$ cat config.mk
export PLATFORM = sky130hd
export DESIGN_NAME = fsm_step_sequencer
export DESIGN_NICKNAME = d
export VERILOG_FILES = /design/src/rtl/fsm_step_sequencer.sv
export SDC_FILE = /design/constraint.sdc
export NUM_CORES = 1
export LEC_CHECK = 0
export ABC_AREA = 1
export ABC_CLOCK_PERIOD_IN_PS = 3900
export CAP_MARGIN = 20
export CORE_UTILIZATION = 60
export DETAILED_ROUTE_END_ITERATION = 6
export GPL_TIMING_DRIVEN = 1
export PLACE_DENSITY = 0.82
export SYNTH_ARGS = -nofsm -noshare
export SYNTH_HDL_FRONTEND = slang
export SYNTH_SLANG_ARGS = --single-unit
$ cat constraint.sdc
create_clock -name clk -period 3.9 [get_ports clk]
set_input_delay 0.39 -clock clk [delete_from_list [all_inputs] [get_ports clk]]
set_output_delay 0.39 -clock clk [all_outputs]
set_load 0.05 [all_outputs]
$ cat src/rtl/fsm_step_sequencer.sv
// Step sequencer for a generated FSM: applies stored condition vectors one per step,
// pulses the FSM enable, and records the post-advance state/outputs into a trace buffer.
module fsm_step_sequencer #(
    parameter int unsigned COND_W  = 2,
    parameter int unsigned STATE_W = 2,
    parameter int unsigned OUT_W   = 2,
    parameter int unsigned DEPTH   = 16,
    parameter int unsigned ADDR_W  = 4
) (
    input  logic                       clk,
    input  logic                       rst,
    input  logic                       cmd_run,
    input  logic                       cmd_step,
    input  logic                       cmd_stop,
    input  logic [ADDR_W:0]            num_steps,
    input  logic                       load_we,
    input  logic [ADDR_W-1:0]          load_addr,
    input  logic [COND_W-1:0]          load_data,
    output logic [COND_W-1:0]          cond_sig,
    output logic                       fsm_en,
    input  logic [STATE_W-1:0]         fsm_state,
    input  logic [OUT_W-1:0]           fsm_out,
    input  logic [ADDR_W-1:0]          trace_addr,
    output logic [STATE_W+OUT_W-1:0]   trace_data,
    output logic [ADDR_W:0]            step_idx,
    output logic                       busy,
    output logic                       paused,
    output logic                       done
);

    localparam int unsigned CNT_W   = ADDR_W + 1;
    localparam int unsigned TRACE_W = STATE_W + OUT_W;
    localparam logic [CNT_W-1:0] DEPTH_C = CNT_W'(DEPTH);

    typedef enum logic [2:0] {
        S_IDLE,
        S_APPLY,
        S_STEP,
        S_CAPTURE,
        S_PAUSE,
        S_DONE
    } state_e;

    state_e               state_q, state_d;
    logic                 mode_step_q, mode_step_d;
    logic [CNT_W-1:0]     limit_q, limit_d;
    logic [CNT_W-1:0]     step_idx_q, step_idx_d;
    logic [COND_W-1:0]    cond_sig_q, cond_sig_d;
    logic                 fsm_en_q, fsm_en_d;
    logic                 busy_q, busy_d;
    logic                 paused_q, paused_d;
    logic                 done_q, done_d;
    logic [TRACE_W-1:0]   trace_data_q, trace_data_d;

    logic [COND_W-1:0]    stim_mem  [DEPTH];
    logic [TRACE_W-1:0]   trace_mem [DEPTH];

    logic                 stim_we_c;
    logic                 trace_we_c;
    logic [ADDR_W-1:0]    idx_c;
    logic [CNT_W-1:0]     idx_inc_c;
    logic [CNT_W-1:0]     limit_c;
    logic                 start_c;

    assign idx_c     = step_idx_q[ADDR_W-1:0];
    assign idx_inc_c = step_idx_q + CNT_W'(1);
    assign limit_c   = (num_steps > DEPTH_C) ? DEPTH_C : num_steps;
    assign start_c   = cmd_step | cmd_run;

    // Next-state, datapath and registered-output decode.
    always_comb begin
        state_d      = state_q;
        mode_step_d  = mode_step_q;
        limit_d      = limit_q;
        step_idx_d   = step_idx_q;
        cond_sig_d   = cond_sig_q;
        trace_we_c   = 1'b0;
        trace_data_d = trace_mem[trace_addr];

        unique case (state_q)
            S_IDLE, S_DONE: begin
                if (cmd_stop) begin
                    state_d    = S_IDLE;
                    if (state_q == S_DONE) begin
                        cond_sig_d = '0;
                    end
                end else if (start_c) begin
                    step_idx_d  = '0;
                    limit_d     = limit_c;
                    mode_step_d = cmd_step;
                    state_d     = (limit_c == '0) ? S_DONE : S_APPLY;
                end
            end
            S_APPLY: begin
                if (cmd_stop) begin
                    state_d    = S_IDLE;
                    cond_sig_d = '0;
                end else begin
                    cond_sig_d = stim_mem[idx_c];
                    state_d    = S_STEP;
                end
            end
            S_STEP: begin
                if (cmd_stop) begin
                    state_d    = S_IDLE;
                    cond_sig_d = '0;
                end else begin
                    state_d = S_CAPTURE;
                end
            end
            S_CAPTURE: begin
                if (cmd_stop) begin
                    state_d    = S_IDLE;
                    cond_sig_d = '0;
                end else begin
                    trace_we_c = 1'b1;
                    step_idx_d = idx_inc_c;
                    if (idx_inc_c == limit_q) begin
                        state_d = S_DONE;
                    end else if (mode_step_q) begin
                        state_d = S_PAUSE;
                    end else begin
                        state_d = S_APPLY;
                    end
                end
            end
            S_PAUSE: begin
                if (cmd_stop) begin
                    state_d    = S_IDLE;
                    cond_sig_d = '0;
                end else if (cmd_step) begin
                    mode_step_d = 1'b1;
                    state_d     = S_APPLY;
                end else if (cmd_run) begin
                    mode_step_d = 1'b0;
                    state_d     = S_APPLY;
                end
            end
            default: begin
                state_d    = S_IDLE;
                cond_sig_d = '0;
            end
        endcase

        // Status flags follow the state being entered so they are valid with it.
        fsm_en_d = (state_d == S_STEP);
        busy_d   = (state_d == S_APPLY) || (state_d == S_STEP) || (state_d == S_CAPTURE);
        paused_d = (state_d == S_PAUSE);
        done_d   = (state_d == S_DONE);
    end

    assign stim_we_c = load_we &&
                       ((state_q == S_IDLE) || (state_q == S_PAUSE) || (state_q == S_DONE));

    always_ff @(posedge clk or posedge rst) begin
        if (rst) begin
            state_q      <= S_IDLE;
            mode_step_q  <= 1'b0;
            limit_q      <= '0;
            step_idx_q   <= '0;
            cond_sig_q   <= '0;
            fsm_en_q     <= 1'b0;
            busy_q       <= 1'b0;
            paused_q     <= 1'b0;
            done_q       <= 1'b0;
            trace_data_q <= '0;
        end else begin
            state_q      <= state_d;
            mode_step_q  <= mode_step_d;
            limit_q      <= limit_d;
            step_idx_q   <= step_idx_d;
            cond_sig_q   <= cond_sig_d;
            fsm_en_q     <= fsm_en_d;
            busy_q       <= busy_d;
            paused_q     <= paused_d;
            done_q       <= done_d;
            trace_data_q <= trace_data_d;
        end
    end

    // Storage arrays carry no reset; contents survive rst.
    always_ff @(posedge clk) begin
        if (stim_we_c) begin
            stim_mem[load_addr] <= load_data;
        end
    end

    always_ff @(posedge clk) begin
        if (trace_we_c) begin
            trace_mem[idx_c] <= {fsm_state, fsm_out};
        end
    end

    assign cond_sig   = cond_sig_q;
    assign fsm_en     = fsm_en_q;
    assign trace_data = trace_data_q;
    assign step_idx   = step_idx_q;
    assign busy       = busy_q;
    assign paused     = paused_q;
    assign done       = done_q;

    a_en_single: assert property (@(posedge clk) disable iff (rst) fsm_en_q |=> !fsm_en_q);

endmodule

### Word level (Yosys, flattened, before mapping)

Memories as Yosys holds them, arrays and structs flattened. A register that Yosys moved wholly into a read port is not among the register bits.
Cells that the tools add are included.

* register bits after elaboration: 20
* memory bits (writable): 96
* output and inout bits: 15
* memories: 2

* $add $sub $neg: 1
* $lt $le $gt $ge: 1
* equal/unequal tests: 19
* muxes and demuxes: 34
* bitwise operators: 2
* reduce and logical (&&, ||, !) cells: 15

Memories
* trace_mem: words 16, bits a word 4, read ports 1, clocked after memory_dff 1, write ports 1, line 56 `logic [TRACE_W-1:0] trace_mem [DEPTH];`
* stim_mem: words 16, bits a word 2, read ports 1, clocked after memory_dff 0, write ports 1, line 55 `logic [COND_W-1:0] stim_mem [DEPTH];`

Operators by type and width (number)
* 3-bit two-way mux: 9
* 5-bit two-way mux: 4
* 3-bit case mux with 5 select lines: 1
* 3-bit by 2-bit equality test with 1-bit output, second input constant: 4
* 3-bit equality test, second input constant: 4
* 2-bit two-way mux: 6
* 2-bit inequality test, second input constant: 6
* 1-bit two-way mux: 11
* 5-bit case mux with 2 select lines: 1
* 3-bit by 1-bit equality test with 1-bit output, second input constant: 2
* 2-bit case mux with 3 select lines: 1
* 3-bit AND reduction: 2
* 5-bit by 1-bit adder with 5-bit output, second input constant: 1
* 5-bit equality test: 1
* 5-bit > comparator, second input constant: 1
* 5-bit zero test: 1
* 5-bit AND reduction: 1
* 1-bit logical OR: 4
* 4-bit AND reduction: 1
* 2-bit nonzero test: 2
* 3-bit zero test: 1
* 3-bit inequality test, second input constant: 1
* 3-bit OR reduction: 1
* 2-bit by 1-bit inequality test with 1-bit output, second input constant: 1
* 5 further kinds: 5

### Depth between registers and ports, before layout

Gate-level depths: netlist of the first run.

* word-level depth: 10
* depth in mapped cells: 14
* depth with buffers taken out: 12

### Worst setup path after synthesis of the first run

OpenSTA, ideal clock, no wires.

* path type: reg2reg
* start point: reg step_idx_q[0] (netlist: step_idx[0])
* end point: reg paused_q (netlist: paused)
* setup time: 122 ps
* data arrival time: 2064 ps
* slack: 1713 ps
* stages on the path, launching flop included: 14
* buffers on the path: 2
* period minus slack after synthesis: 2187 ps
* cells stage by stage: dfrtp_1 -> inv_1 -> buf_2 -> buf_2 -> ha_1 -> xor2_1 -> nor2_1 -> nand2_1 -> nor2_1 -> nand2_1 -> nand2_1 -> nand2_1 -> nand3_1 -> nor2_1

* longest elaborated chain between the ends: 6

Ends and longest elaborated chain
* start: declaration: line 47 `logic [CNT_W-1:0] step_idx_q, step_idx_d;`
* start signal: assignment: line 171 `step_idx_q <= step_idx_d;`
* 5-bit by 1-bit adder with 5-bit output: line 66 `assign idx_inc_c = step_idx_q + CNT_W'(1);`
* 5-bit equality test: line 118 `if (idx_inc_c == limit_q) begin`
* 3-bit two-way mux: line 118
* 3-bit two-way mux: line 112 `if (cmd_stop) begin`
* 3-bit case mux with 5 select lines: line 80 `unique case (state_q)`
* 3-bit equality test: line 148 `paused_d = (state_d == S_PAUSE);`
* named net paused_d: line 51 `logic paused_q, paused_d;`
* end signal: assignment: line 175 `paused_q <= paused_d;`
* end: declaration: line 51

The timed path passes the listed nets, and every way through them passes these cells.
A chain may end at the register's enable or synchronous reset.

### Worst setup path after layout of the first run

* start point: reg step_idx_q[0] (netlist: step_idx[0])
* end point: reg busy_q (netlist: busy)

* longest elaborated chain between the ends: 8

Ends and longest elaborated chain
* 5-bit by 1-bit adder with 5-bit output (*): line 66
* 5-bit equality test (*): line 118
* 3-bit two-way mux (*): line 118
* 3-bit two-way mux (*): line 112
* 3-bit case mux with 5 select lines (*): line 80
* 3-bit by 1-bit equality test with 1-bit output or 3-bit by 2-bit equality test with 1-bit output (tied branches): line 147 `busy_d = (state_d == S_APPLY) || (state_d == S_STEP) || (state_d == S_CAPTURE);`
* 1-bit logical OR: line 147
* 1-bit logical OR (*): line 147
* named net busy_d: line 50 `logic busy_q, busy_d;`
* end signal: assignment: line 174 `busy_q <= busy_d;`
* end: declaration: line 50

Mark *: on every way through the listed nets, which the timed path passes. The rest lies on a longest branch.

==> flow_metrics.py, run 1 <==
metrics = {
    "power": {
        "p_seq_share_pct": 42.1,
        "p_total_w": 0.00371,
        "powerDensity_nw_per_um2": 593,
        "comb_power_share_pct": 18.3,
        "p_clk_share_pct": 39.7,
        "vdd_drop_max_v": 0.000487,
        "p_leak_nw": 2.41,
        "switching_share_pct": 28.8,
        "p_switching_w": 0.00107,
        "p_int_w": 0.00264,
    },
    "floorplan": {
        "die_h_um": 95.2,
        "start_util_pct": 62.8,
        "die_w_um": 95.2,
        "num_rows": 33,
        "io_pins": 40,
        "core_um2": 8300,
        "die-area_um2": 9060,
    },
    "yosys": {
        "yosys_warnings": 0,
        "synthSimpleGateAreaFrac_pct": 12.0,
        "synthCells": 461,
        "yosysTopAreaCellShare_pct": 55.3,
        "synth_cell_types": 32,
        "synth-seq-area-share_pct": 66.8,
        "yosys.area.top_type": "edfxtp_1",
        "muxShareOfSynthArea_pct": 3.07,
        "synth_fa_ha_area_share_pct": 0.960,
        "synth_compound_area_share_pct": 11.3,
        "synth_xor_area_share_pct": 0.504,
        "postSynthAreaPerCell_um2": 11.3,
        "synth_top_family_by_area": "simple AND/OR/NAND/NOR gates",
        "ys_seq_elements": 120,
        "syn-num-nets": 490,
        "netlist_area_um2": 5210,
        "ys_top_cells_by_area": "edfxtp_1, dfrtp_1, nor2_1",
    },
    "global_routing": {
        "grtUsageTotal_pct": 26.3,
        "grt_pass1_vias": 3642,
        "grt_max_degree": 29,
        "grt_pass1_wl_mm": 17.3,
        "grt_overflow_total": 0,
        "antenna_found_initial": 0,
    },
    "timing": {
        "tightest_slew_ns": 0.777,
        "setup_violations": 0,
        "fin_setup_tns_ns": 0,
        "slew_headroom_pct": 48.2,
        "period_needed_ns": 2.76,
        "hold_viol_final": 0,
        "rsz0062_at_grt": "no",
        "fin_crit_sh_pct": 70.7,
        "drv_slew": 0,
        "finalClockSkew_ns": 0.00855,
        "max_clock_freq_mhz": 363,
    },
    "worst_setup_path": {
        "slowest_delay_ns": 0.85,
        "rr_startpoint": "step_idx[0]$_DFFE_PP0P_",
        "critPathMaxFanout": 24,
        "cp_top_family": "flip-flops",
        "cp.buffers_inverters": 2,
        "critical-path-slowest-cell": "dfrtp_1",
        "path_common_cell": "nand2_1",
        "critPathRequiredTime_ns": 4.35,
        "critPathLaunchType": "flop",
        "worstSetupPathType": "reg2reg",
        "startpoint": "step_idx[0]$_DFFE_PP0P_",
        "critPathCaptureType": "flop",
        "crit_chain": "inv_1, ha_1, xor2_1, nor2_1, nand2_1, nor2_1, nand2_1, nand2_1, nand2_1, nand3_1, nand2_1, inv_1",
        "worstPathArrival_ns": 3.21,
    },
    "cells_and_area": {
        "drive_gt1_share_pct": 8.32,
        "area.growth.synth_to_final_pct": 20.0,
        "fin_util_pct": 75.4,
        "fin_cells": 622,
        "layout.cell_area.non_filler_um2": 6260,
        "num_antenna_cells": 0,
        "fin_nets": 533,
    },
    "clock_network": {
        "holdBufCountCts": 0,
        "clk_latency_ns": 0.52,
        "cts_made_buffers": 17,
        "h-tree-depth": 4,
        "cts_resized": 0,
        "path_clk_slew_ns": 0.06,
        "cts-root-buf": "clkbuf_8",
        "cts_tree": "done",
        "post_cts_buffers": 0,
        "cts_sinks": 120,
        "cts_buffer_depth": 2,
    },
    "job": {
        "cap_violations": 0,
    },
    "drt": {
        "vias_per_cell": 5.70,
        "drt_first_iter_violations": 212,
        "vias": 3543,
        "wl_per_cell_um": 16.8,
        "drc": 0,
        "ant_nets": 0,
        "first_pass_iters": 4,
        "totalWireLength_mm": 10.4,
    },
    "placement": {
        "place_congestion": 0.809,
        "io_buffer_count": 39,
        "dp_cells": 589,
        "dpl_cell_area_um2": 5660,
        "dp_hpwl_mm": 7.01,
    },
    "min_path": {
        "holdCritPathClass": "in2async",
    },
    "outcome": {
        "status": "finished, final reports clean",
    },
}
-- layout by cell type, fill, tap and decap left out, types with 6 or more instances in the layout --
| cell type | Yosys | routed |
|---|---|---|
| a21oi_1 | 22 | 22 |
| clkbuf_16 | 0 | 16 |
| clkdlybuf4s50_1 | 0 | 39 |
| dfrtp_1 | 24 | 24 |
| edfxtp_1 | 96 | 96 |
| inv_1 | 49 | 49 |
| mux2i_1 | 16 | 16 |
| nand2_1 | 50 | 50 |
| nand3_1 | 14 | 14 |
| nand4_1 | 6 | 6 |
| nor2_1 | 70 | 70 |
| o211ai_1 | 16 | 16 |
| o21ai_0 | 51 | 51 |
| o22ai_1 | 7 | 7 |
-- kinds of logic (layout without fill, tap and decap cells) --
group                    after synthesis  count (layout)
multiplexers                          16              16
AND/OR/NAND/NOR                      147             147
flip-flops                           120             120
XOR/XNOR                               3               3
AO/OA/AOI/OAI                        102             102
buffers and inverters                 69             125
adder cells (fa/ha/maj)                4               4
-- flip-flops by register name, summed over array words and instances (netlist names), 2 cells and up --
register,flops
trace_mem,64
state_q,3
limit_q,5
trace_data,4
stim_mem,32
step_idx,5
cond_sig,2
-- cell type report --
cell class | instances | area [um2]
multi-input combinational | 272 | 1450
inverter | 52 | 196
clock inverter | 11 | 123
timing repair buffer | 41 | 425
clock buffer | 21 | 449
fill | 545 | 2040
tap | 105 | 131
sequential | 120 | 3480
-- Yosys cell counts, drive strengths merged --
library cell	n
a21oi	23
and2	1
buf	11
clkbuf	6
clkinv	1
dfrtp	24
edfxtp	96
ha	4
inv	51
mux2i	16
nand2	50
nand3	15
nand4	6
nor2	71
nor3	1
nor4	1
o2111ai	1
o211ai	16
o21a	2
o21ai	53
o22ai	7
or2	2
xnor2	1
xor2	2
-- power groups by stage --
stage               Sequential [W]  Clock, W  Combinational (W)
floorplan                  0.00165         0           0.000391
detailed placement         0.00158         0           0.000664
global route               0.00157   0.00155           0.000755
global placement           0.00157         0           0.000643
CTS                        0.00156   0.00148           0.000674
finish                     0.00156   0.00147           0.000678
-- worst register-to-register path, cell delays in order (launching register included) --
cell and delay [ns]:
dfrtp_1 0.85, inv_1 0.50, ha_1 0.46, xor2_1 0.17
nor2_1 0.09, nand2_1 0.06, nor2_1 0.11, nand2_1 0.09
nand2_1 0.07, nand2_1 0.06, nand3_1 0.11, nand2_1 0.08
inv_1 0.05
-- worst paths after layout --
path / endpoint / slack [ns] / cells past startpoint
min in group clk: limit_q[1]$_DFFE_PP0P_ / 0.44 / 3
hold / removal: trace_data[2]$_DFF_PP0_ / 0.11 / 2
max in group asynchronous: step_idx[3]$_DFFE_PP0P_ / 3.39 / 3
hold reg to reg: cond_sig[0]$_DFFE_PP0P_ / 0.50 / 2
setup / recovery: busy$_DFF_PP0_ / 1.14 / 12
setup reg to reg: busy$_DFF_PP0_ / 1.14 / 12
-- layer usage --
metal	share of wire, %	wire length [um]	GRT usage, %
met1	40	4210	31.5
met2	51	5300	44.8
met3	6.3	658	7.34
met4	2.5	261	10.5
met5	0	0	0
-- metrics by stage --
stage	setup WS [ns]	hold slack, ns
finish	1.14	0.113
global placement	1.36	0.481
detailed placement	1.22	0.486
CTS	1.19	0.438
global route	0.901	0.134
floorplan	1.71	0.405
No activity file was read; power rests on OpenSTA's default activity.
==> run 2: changes to the inputs <==
ABC_CLOCK_PERIOD_IN_PS = 2800   (was 3900)
CORE_UTILIZATION = 58   (was 60)
PLACE_DENSITY = 0.79   (was 0.82)
clock period = 2.8 ns   (was 3.9 ns; I/O delays follow)
==> run 2 against run 1 <==
Setup slack lost 0.75 ns. Largest cell class unchanged. Core utilization shrank 3.2 points. Non-clock buffer count grew 3. Global-route usage grew 0.60 points. Combinational power grew 56%.
==> flow_metrics.py, run 2 (synthesis results as in run 1) <==
metrics = {
    "timing": {
        "finalClockSkew_ns": 0.00498,
        "hold_viol_final": 0,
        "period_needed_ns": 2.41,
        "setup_violations": 0,
        "rsz0062_at_grt": "no",
        "fin_crit_sh_pct": 86.1,
        "max_clock_freq_mhz": 415,
        "tightest_slew_ns": 0.712,
        "fin_setup_tns_ns": 0,
        "slew_headroom_pct": 52.4,
        "drv_slew": 0,
    },
    "cells_and_area": {
        "num_antenna_cells": 0,
        "reg_top3": "trace_mem: 64 flops, stim_mem: 32 flops",
        "final_common_cell": "edfxtp_1",
        "final_cell_mix": "edfxtp_1, nor2_1, o21ai_0, nand2_1, inv_1",
        "area.growth.synth_to_final_pct": 20.8,
        "top_register": "trace_mem",
        "register_area_um2": 3480,
        "fin_util_pct": 72.2,
        "layout.cell_area.non_filler_um2": 6290,
        "multi_input_area_um2": 1450,
        "drive_gt1_share_pct": 7.69,
        "n_fill_cell": 586,
        "largest_register_ffs": 64,
        "fin_nets": 536,
    },
    "drt": {
        "vias_per_cell": 5.87,
        "drt_first_iter_violations": 298,
        "ant_nets": 0,
        "wl_per_cell_um": 18.4,
        "totalWireLength_mm": 11.6,
        "vias": 3685,
        "first_pass_iters": 7,
        "drc": 0,
    },
    "placement": {
        "place_congestion": 0.875,
        "io_buffer_count": 39,
        "dp_hpwl_mm": 7.15,
        "dpl_cell_area_um2": 5680,
    },
    "global_routing": {
        "antenna_found_initial": 0,
        "grt_pass1_wl_mm": 19.1,
        "grt_overflow_total": 0,
        "grt_max_degree": 49,
        "grt_pass1_vias": 3884,
        "grtUsageTotal_pct": 26.9,
    },
    "clock_network": {
        "holdBufCountCts": 0,
        "path_clk_slew_ns": 0.05,
        "cts_made_buffers": 17,
        "cts_resized": 0,
        "cts-root-buf": "clkbuf_8",
        "h-tree-depth": 4,
        "clk_latency_ns": 0.51,
        "post_cts_buffers": 0,
        "cts_buffer_depth": 2,
        "cts_sinks": 120,
        "cts_tree": "done",
    },
    "power": {
        "p_leak_nw": 2.44,
        "p_seq_share_pct": 40.1,
        "vdd_drop_max_v": 0.000645,
        "p_int_w": 0.00382,
        "p_switching_w": 0.00155,
        "comb_power_share_pct": 19.7,
        "powerDensity_nw_per_um2": 853,
        "switching_share_pct": 28.8,
        "p_clk_share_pct": 40.2,
    },
    "worst_setup_path": {
        "r2r_end": "busy$_DFF_PP0_",
        "cp_top_family": "buffers and inverters",
        "critical-path-slowest-cell": "clkdlybuf4s50_1",
        "critPathMaxFanout": 17,
        "r2r_slack_ns": 0.47,
        "worstSetupPathType": "reg2out",
        "critical_path.endpoint": "step_idx[1]",
        "cp.depth": 1,
        "worstPathArrival_ns": 2.13,
        "slowest_delay_ns": 0.93,
        "rr_worst_depth": 12,
        "crit_chain": "clkdlybuf4s50_1",
        "critPathRequiredTime_ns": 2.52,
        "critPathLaunchType": "flop",
        "cp.buffers_inverters": 1,
        "critPathCaptureType": "output pin",
        "rr_startpoint": "step_idx[1]$_DFFE_PP0P_",
        "startpoint": "step_idx[1]$_DFFE_PP0P_",
    },
    "floorplan": {
        "die_w_um": 96.8,
        "start_util_pct": 59.8,
        "io_pins": 40,
        "num_rows": 34,
        "die_h_um": 96.8,
        "core_um2": 8720,
        "die-area_um2": 9370,
    },
    "outcome": {
        "status": "finished, final reports clean",
    },
    "job": {
        "cap_violations": 0,
    },
    "min_path": {
        "holdCritPathClass": "in2async",
    },
}
==> run 2: changes by cell type in the layout (fill, tap and decap cells not counted) <==
cell        previous run  this run
clkbuf_1               2         4
clkinvlp_4             4         0
clkinv_2               4         3
buf_4                  1         4
clkinv_1               0         4
bufinv_16              2         4
clkbuf_8               3         1
inv_6                  1         0
==> run 2: cell type report <==
type	instances	share of cell area, %
Clock buffer	21	6.82
Clock inverter	11	2.45
Inverter	52	3.12
Multi-Input combinational cell	272	23.0
Sequential cell	120	55.3
Tap cell	108	2.15
Timing Repair Buffer	44	7.12
==> run 2: worst reg2reg max path: stages (launching register included) <==
cell and delay, ns:
dfrtp_1 0.69, inv_1 0.29, ha_1 0.38, xor2_1 0.23, nor2_1 0.07, nand2_1 0.08, nor2_1 0.04, nand2_1 0.08
nand2_1 0.09, nand2_1 0.09, nand3_1 0.09, nand2_1 0.07, inv_1 0.03
==> run 2: through the flow <==
step | instances | total power [W] | hold WS [ns] | setup slack [ns]
3_3_place_gp | 595 | 0.00313 | 0.501 | 0.769
3_5_place_dp | 595 | 0.00316 | 0.488 | 0.680
6_report | 628 | 0.00537 | 0.126 | 0.389
2_1_floorplan | 461 | 0.00284 | 0.295 | 0.613
4_1_cts | 627 | 0.00535 | 0.334 | 0.412
5_1_grt | 628 | 0.00557 | 0.164 | 0.244
==> run 2: power by group through the flow <==
stage | Sequential [W] | Clock (W) | Combinational [W]
3_3_place_gp | 0.00217 | 0 | 0.000960
6_report | 0.00215 | 0.00216 | 0.00106
4_1_cts | 0.00215 | 0.00217 | 0.00103
2_1_floorplan | 0.00230 | 0 | 0.000544
3_5_place_dp | 0.00217 | 0 | 0.000982
5_1_grt | 0.00216 | 0.00225 | 0.00115
==> run 2: worst min-delay path by stage <==
stage	from	end	slack, ns	cells after the start
after floorplan	rst	busy$_DFF_PP0_	0.29	1
after global placement	cond_sig[1]$_DFFE_PP0P_	cond_sig[1]$_DFFE_PP0P_	0.50	2
after detailed placement	cond_sig[1]$_DFFE_PP0P_	cond_sig[1]$_DFFE_PP0P_	0.49	2
after CTS	num_steps[1]	limit_q[1]$_DFFE_PP0P_	0.33	3
after global routing	rst	trace_data[2]$_DFF_PP0_	0.16	2
final	rst	step_idx[1]$_DFFE_PP0P_	0.13	2
==> run 2: routing by layer <==
layer | wire [um] | part of all wire, % | global-route usage (%)
met1 | 4460 | 39 | 31.5
met2 | 6160 | 53 | 46.4
met3 | 611 | 5.3 | 7.37
met4 | 342 | 3.0 | 11.7
met5 | 0 | 0 | 0
==> run 3: changes to the inputs <==
CORE_UTILIZATION = 35   (was 58)
PLACE_DENSITY = default   (was 0.79)
==> run 3 against run 2 <==
Combinational power down 8%. Core utilization down 29 points. Final cell count up 12%. Clock power down 6%. Global-route usage down 11 points. Maximum frequency up 3.0%. Largest cell class unchanged. Non-clock buffer count down 2. Wire length down 6.5%. Register-to-register slack better by 0.23 ns.
==> flow_metrics.py, run 3 (synthesis results as in run 1) <==
metrics = {
    "worst_setup_path": {
        "critPathLaunchType": "flop",
        "critPathMaxFanout": 13,
        "crit_chain": "buf_4, clkdlybuf4s50_1",
        "critPathRequiredTime_ns": 2.52,
        "r2r_slack_ns": 0.70,
        "critical-path-slowest-cell": "clkdlybuf4s50_1",
        "slowest_delay_ns": 0.83,
        "worstPathArrival_ns": 2.06,
        "critPathCaptureType": "output pin",
        "r2r_end": "busy$_DFF_PP0_",
        "worstSetupPathType": "reg2out",
        "rr_worst_depth": 12,
        "rr_startpoint": "step_idx[1]$_DFFE_PP0P_",
    },
    "min_path": {
        "holdCritPathClass": "in2async",
    },
    "cells_and_area": {
        "final_common_cell": "edfxtp_1",
        "largest_register_ffs": 64,
        "multi_input_area_um2": 1450,
        "final_cell_mix": "edfxtp_1, nor2_1, o21ai_0, nand2_1, inv_1",
        "reg_top3": "trace_mem: 64 flops, stim_mem: 32 flops",
        "area.growth.synth_to_final_pct": 21.4,
        "drive_gt1_share_pct": 8.30,
        "layout.cell_area.non_filler_um2": 6330,
        "n_fill_cell": 1380,
        "num_antenna_cells": 0,
        "top_register": "trace_mem",
        "fin_nets": 534,
        "register_area_um2": 3480,
    },
    "drt": {
        "drc": 0,
        "vias": 3466,
        "vias_per_cell": 4.94,
        "wl_per_cell_um": 15.4,
        "totalWireLength_mm": 10.8,
        "ant_nets": 0,
        "drt_first_iter_violations": 224,
        "first_pass_iters": 4,
    },
    "global_routing": {
        "grt_pass1_vias": 3550,
        "grt_overflow_total": 0,
        "grt_max_degree": 49,
        "grt_pass1_wl_mm": 17.8,
        "grtUsageTotal_pct": 15.9,
        "antenna_found_initial": 0,
    },
    "clock_network": {
        "cts-root-buf": "clkbuf_16",
        "cts_sinks": 120,
        "cts_made_buffers": 17,
        "holdBufCountCts": 0,
        "clk_latency_ns": 0.41,
        "path_clk_slew_ns": 0.05,
        "h-tree-depth": 4,
        "cts_buffer_depth": 2,
        "cts_tree": "done",
        "cts_resized": 0,
        "post_cts_buffers": 0,
    },
    "outcome": {
        "status": "finished, final reports clean",
    },
    "placement": {
        "dp_hpwl_mm": 7.64,
        "io_buffer_count": 39,
        "place_congestion": 0.778,
        "dpl_cell_area_um2": 5770,
    },
    "power": {
        "vdd_drop_max_v": 0.000539,
        "powerDensity_nw_per_um2": 814,
        "p_leak_nw": 2.41,
    },
    "timing": {
        "tightest_slew_ns": 0.912,
        "rsz0062_at_grt": "no",
        "period_needed_ns": 2.34,
        "slew_headroom_pct": 39.2,
        "drv_slew": 0,
        "fin_setup_tns_ns": 0,
        "max_clock_freq_mhz": 427,
        "finalClockSkew_ns": 0.00736,
        "setup_violations": 0,
        "fin_crit_sh_pct": 83.6,
        "hold_viol_final": 0,
    },
    "job": {
        "cap_violations": 0,
    },
    "floorplan": {
        "io_pins": 40,
        "num_rows": 44,
        "die-area_um2": 15400,
        "die_w_um": 124,
        "die_h_um": 124,
        "core_um2": 14500,
        "start_util_pct": 35.9,
    },
}
run 3: how the worst max path moves through the flow:
stage / from / end / slack, ns
after floorplan: step_idx[0]$_DFFE_PP0P_ / paused$_DFF_PP0_ / 0.61
after global placement: step_idx[1]$_DFFE_PP0P_ / paused$_DFF_PP0_ / 0.73
after detailed placement: step_idx[1]$_DFFE_PP0P_ / busy$_DFF_PP0_ / 0.70
after CTS: step_idx[0]$_DFFE_PP0P_ / step_idx[0] / 0.42
after global routing: step_idx[0]$_DFFE_PP0P_ / step_idx[0] / 0.37
final: step_idx[0]$_DFFE_PP0P_ / step_idx[0] / 0.46
run 3: routing by layer:
metal | track usage [%] | vias up | routed length, um
met5 | 0 | - | 0
met1 | 19.3 | 1659 | 4950
li1 | - | 1697 | -
met3 | 4.58 | 15 | 485
met2 | 27.0 | 95 | 5260
met4 | 5.13 | 0 | 136
run 3: critical path: cells and delay by family, from the launching register on:
| family | cells | cell delay (ns) |
|---|---|---|
| buffers and inverters | 2 | 1.11 |
| DFF | 1 | 0.55 |
run 3: layout make-up:
class                           count  share of cell area, %
Clock buffer                       24                   7.77
Clock inverter                      8                   1.13
Inverter                           52                   3.10
Multi-Input combinational cell    272                   22.9
Sequential cell                   120                   55.0
Tap cell                          184                   3.64
Timing Repair Buffer               42                   6.45
run 3: power breakdown:
group	total [W]	switching, W	internal [W]
combinational	0.000974	0.000638	0.000336
sequential	0.00215	0.0000991	0.00205
clock	0.00203	0.000728	0.00130
total	0.00515	0.00146	0.00369
run 3: per-stage QoR:
step	cells	hold slack [ns]	util (%)	worst slack (ns)	total power, W
CTS	702	0.227	43.5	0.422	0.00520
finish	702	0.230	43.5	0.458	0.00515
global placement	670	0.478	39.7	0.734	0.00316
global route	702	0.269	43.5	0.369	0.00538
detailed placement	670	0.495	39.7	0.696	0.00316
floorplan	461	0.295	-	0.613	0.00284
